**config.mk**
```make
export PLATFORM = sky130hd
export DESIGN_NAME = lighting
export DESIGN_NICKNAME = d
export VERILOG_FILES = /design/src/rtl/lighting_pkg.sv /design/src/rtl/hold_timer.sv /design/src/rtl/lighting.sv
export SDC_FILE = /design/constraint.sdc
export NUM_CORES = 1
export LEC_CHECK = 0
export CAP_MARGIN = 20
export CORE_AREA = 2 2 39 41
export DETAILED_ROUTE_END_ITERATION = 16
export DIE_AREA = 0 0 41 43
export MAX_ROUTING_LAYER = met4
export SKIP_LAST_GASP = 1
export SYNTH_ARGS = -nofsm -noshare
export SYNTH_HDL_FRONTEND = slang
export SYNTH_HIERARCHICAL = 1
export SYNTH_SLANG_ARGS = --single-unit
```
**constraint.sdc**
```tcl
create_clock -name clk -period 2.95 [get_ports clk]
set_input_delay 0.4425 -clock clk [delete_from_list [all_inputs] [get_ports clk]]
set_output_delay 0.4425 -clock clk [all_outputs]
set_load 0.03 [all_outputs]
```
**src/rtl/lighting_pkg.sv**
```systemverilog
// Shared types and default parameters for the motion/ambient-light lamp controller.
package lighting_pkg;

    typedef enum logic [1:0] {
        OFF  = 2'd0,
        ON   = 2'd1,
        HOLD = 2'd2
    } state_e;

    localparam int unsigned LUM_W_DEF       = 3;
    localparam int unsigned ON_THRESH_DEF   = 3;
    localparam int unsigned OFF_THRESH_DEF  = 5;
    localparam int unsigned HOLD_CYCLES_DEF = 8;

endpackage

```
**src/rtl/hold_timer.sv**
```systemverilog
// Saturating down-counter that times how long the lamp stays on after motion stops.
module hold_timer #(
    parameter int unsigned W        = 3,
    parameter logic [W-1:0] LOAD_VAL = '1
) (
    input  logic clk,
    input  logic rst,
    input  logic load,
    input  logic dec,
    output logic zero
);

    logic [W-1:0] cnt_q, cnt_d;

    // NOTE: every signal written in always_comb gets a default first so no latch is inferred.
    always_comb begin
        cnt_d = cnt_q;
        if (load) begin
            cnt_d = LOAD_VAL;
        end else if (dec && (cnt_q != '0)) begin
            cnt_d = cnt_q - 1'b1;
        end
    end

    // NOTE: sequential state uses non-blocking assignments so every flop samples pre-edge values.
    always_ff @(posedge clk) begin
        if (rst) begin
            cnt_q <= '0;
        end else begin
            cnt_q <= cnt_d;
        end
    end

    assign zero = (cnt_q == '0);

endmodule

```
**src/rtl/lighting.sv**
```systemverilog
// Lamp controller: turns on for motion in the dark, holds after motion ends, and
// uses separate on/off luminosity thresholds so flicker near one level is ignored.
module lighting
    import lighting_pkg::*;
#(
    parameter int unsigned LUM_W       = LUM_W_DEF,
    parameter int unsigned ON_THRESH   = ON_THRESH_DEF,
    parameter int unsigned OFF_THRESH  = OFF_THRESH_DEF,
    parameter int unsigned HOLD_CYCLES = HOLD_CYCLES_DEF
) (
    input  logic             clk,
    input  logic             rst,
    input  logic [LUM_W-1:0] luminosity,
    input  logic             motionSensor,
    output logic             light
);

    localparam int unsigned LUM_MAX = (1 << LUM_W) - 1;
    localparam int unsigned TMR_W   = (HOLD_CYCLES > 1) ? $clog2(HOLD_CYCLES) : 1;

    if ((OFF_THRESH <= ON_THRESH) || (HOLD_CYCLES < 1) ||
        (ON_THRESH > LUM_MAX) || (OFF_THRESH > LUM_MAX)) begin : g_bad_params
        $error("lighting: illegal threshold or hold parameters");
    end

    localparam logic [LUM_W-1:0] ON_T     = ON_THRESH[LUM_W-1:0];
    localparam logic [LUM_W-1:0] OFF_T    = OFF_THRESH[LUM_W-1:0];
    localparam logic [TMR_W-1:0] HOLD_VAL = TMR_W'(HOLD_CYCLES - 1);

    state_e state_q, state_d;
    logic   light_q, light_d;
    logic   timer_load, timer_dec, timer_zero;
    logic   dark, bright;

    assign dark   = (luminosity <= ON_T);
    assign bright = (luminosity >= OFF_T);

    hold_timer #(
        .W        (TMR_W),
        .LOAD_VAL (HOLD_VAL)
    ) u_hold_timer (
        .clk  (clk),
        .rst  (rst),
        .load (timer_load),
        .dec  (timer_dec),
        .zero (timer_zero)
    );

    always_comb begin
        state_d    = state_q;
        timer_load = 1'b0;
        timer_dec  = 1'b0;
        unique case (state_q)
            OFF: begin
                if (motionSensor && dark) state_d = ON;
            end
            ON: begin
                if (bright) begin
                    state_d = OFF;
                end else if (!motionSensor) begin
                    state_d    = HOLD;
                    timer_load = 1'b1;
                end
            end
            HOLD: begin
                // Brightness wins over motion, motion wins over the timer.
                if (bright) begin
                    state_d = OFF;
                end else if (motionSensor) begin
                    state_d = ON;
                end else if (timer_zero) begin
                    state_d = OFF;
                end else begin
                    timer_dec = 1'b1;
                end
            end
            default: state_d = OFF;
        endcase
        light_d = (state_d != OFF);
    end

    always_ff @(posedge clk) begin
        if (rst) begin
            state_q <= OFF;
            light_q <= 1'b0;
        end else begin
            state_q <= state_d;
            light_q <= light_d;
        end
    end

    assign light = light_q;

endmodule

```
==> flow_summary.ini <==
[run_status]
status = completed

[route]
wl_met3_um = 50
routed_via_density = 4.763
wl_per_cell_um = 9.695
finalWirelength_um = 572
routed.top_layer = met4
drtIter0Drc = 5
first_pass_iters = 2
antenna_left = 0
met1Wirelength_um = 268
dr_wl_met2_um = 234
vias = 281
post-route-drc-count = 0

[cts]
cts_setup_buffers = 0
numCtsBuffers = 3
cts-resized-gates = 0
clock-sinks = 6
ctsHtreeMaxLevel = 1
cts_tree = built
path_clk_slew_ns = 0.05
root_buffer = clkbuf_4
cts_hold_buf = 0
clk_latency_ns = 0.25
ctsLongestPathBuffers = 2

[yosys]
synth_edf_count = 0
postSynthAreaPerCell_um2 = 9.826
yosys_warnings = 6
ys_ff_latch = 6
synth_fp_nets = 42
ys_types = 19
post-synth-top-count-cell = dfxtp_1
synth_cells = 34
ys.flop_type = dfxtp_1
ys_seq_area_share_pct = 35.96
synth_area_um2 = 334.1
synth_top_cell_by_area = dfxtp_1
yosys.area.top_type_share_pct = 35.96
ys_async_sr_fraction_pct = 0
ys_top_cells_by_count = dfxtp_1, inv_1, a211oi_1, and4bb_1, nor2_1
ys_top_cells_by_area = dfxtp_1, and4bb_1, ha_1

[cells_and_area]
fin_area_um2 = 436.7
stdcell_count = 59
n_antenna_cell = 0
ff_latch_area_um2 = 120.1
multi_input_area_um2 = 198.9
layout.nets = 53
drive_gt1_share_pct = 11.63
area_delta_synth_final_pct = 30.71
fillers = 148

[sta]
period_needed_ns = 1.907
fin_skew_ns = 0.0003528
tns_ns = 0
tightest_slew_ns = 0.5656
rsz0062_at_grt = false
min_period_over_period_pct = 64.65
setup_ws_ns = 1.043
fmax_mhz = 524.3
slew_headroom_pct = 62.21
maxSlewViolCount = 0
hold_violations = 0
setup_viol = 0

[min_path]
hold_class = flip-flop to flip-flop
min_path_cells = 2

[floorplanning]
rows = 14
die_height_um = 43
pin_count = 7
initial_core_util_pct = 24.14
die_width_um = 41
dieArea_um2 = 1763
core_area_um2 = 1384

[power_and_ir_drop]
p_leak_nw = 0.1558
power.density_nw_per_um2 = 437.3
ir_drop_mv = 0.2019

[placed_design]
gp_congestion = 0.6868
dp_slack_ns = 0.7468
numPlacedInstances = 56
place.detailed.hpwl_um = 433.7
port_buffers = 6
place_area_um2 = 414.1

[setup_path]
slowest_stage = nor3b_1
startpoint_type = input pin
worstSetupEndpointType = flip-flop
max_stage_delay_ns = 0.49
crit_fanout = 6
reg2reg_depth = 6
crit_required_ns = 3.12
worstPathCellList = clkdlybuf4s50_1 -> o21ai_1 -> nand2b_1 -> nor3b_1 -> and4bb_1 -> a211oi_1
critical_path_class = input pin to flip-flop
arrival_ns = 2.08
rrSetupSlack_ns = 1.10

[grt]
overflow = 0
grt_pass1_vias = 235
grt_pass1_wl_um = 890
antenna_found_initial = 0
grt_usage_pct = 8.624
grt_max_degree = 7

[flow_run]
cap_violations = 0
-- sequential cells by signal, summed over array words and instances, names as in the netlist --
signal and cells:
light 1, u_hold_timer/cnt_q 3, state_q 2
-- final timing paths --
| check | to | from |
|---|---|---|
| setup / recovery | u_hold_timer/cnt_q[1]$_SDFFE_PP0P_ | luminosity[1] |
| hold / removal | u_hold_timer/cnt_q[1]$_SDFFE_PP0P_ | u_hold_timer/cnt_q[1]$_SDFFE_PP0P_ |
| setup reg to reg | u_hold_timer/cnt_q[1]$_SDFFE_PP0P_ | u_hold_timer/cnt_q[0]$_SDFFE_PP0P_ |
| hold reg to reg | u_hold_timer/cnt_q[1]$_SDFFE_PP0P_ | u_hold_timer/cnt_q[1]$_SDFFE_PP0P_ |
-- cells in the final DEF (no fill, tap or decap) --
cell	count
nor3_1	1
nand2b_1	1
nor2_2	1
o311a_1	1
nor2b_1	1
nor4_1	1
mux2i_1	1
inv_1	4
dfxtp_1	6
or2b_1	1
o21ai_1	1
ha_1	2
nor2_1	3
o31ai_4	1
nor3b_1	1
and4bb_1	3
a211oi_1	3
and3_1	1
a21oi_1	1
clkdlybuf4s50_1	6
clkbuf_4	3
-- power by group --
part | switching [W] | internal (W)
combinational | 0.0000110 | 0.0000141
sequential | 0.00000212 | 0.0000840
clock | 0.0000335 | 0.0000463
total | 0.0000466 | 0.000144
-- through the flow --
stage | hold WS [ns] | util [%] | total power [W]
finish | 0.5134 | 31.56 | 0.0001909
global route | 0.5446 | 31.56 | 0.0002035
CTS | 0.5182 | 31.56 | 0.0001962
detailed placement | 0.5165 | 29.93 | 0.0001130
global placement | 0.5032 | 29.93 | 0.0001128
floorplan | 0.4890 | - | 0.0001003
-- cells by family after synthesis --
logic type                 share of synthesized area [%]
muxes                                              2.996
and+or+nand+nor                                    29.97
AOI/OAI and AO/OA                                  19.10
buffers and inverters                              4.493
DFF                                                35.96
adders and majority gates                          7.489
-- cell type report --
type                       instances  share of cell area (%)
tap                               16                   4.585
inverter                           4                   3.438
timing repair buffer               6                   13.75
sequential                         6                   27.51
multi-input combinational         24                   45.56
clock buffer                       3                   5.158
-- worst max-delay path: cells and delay by family --
family                 cells  cell delay [ns]
AO/OA/AOI/OAI              2             0.34
buffers and inverters      1             0.45
AND/OR/NAND/NOR            3             0.84
-- layer usage --
metal / track usage (%) / up-vias
met5: - / -
met2: 10.00 / 9
met4: 8.000 / 0
met1: 8.946 / 126
li1: - / 144
met3: 6.283 / 2
Power figures use the tool's default switching activity.
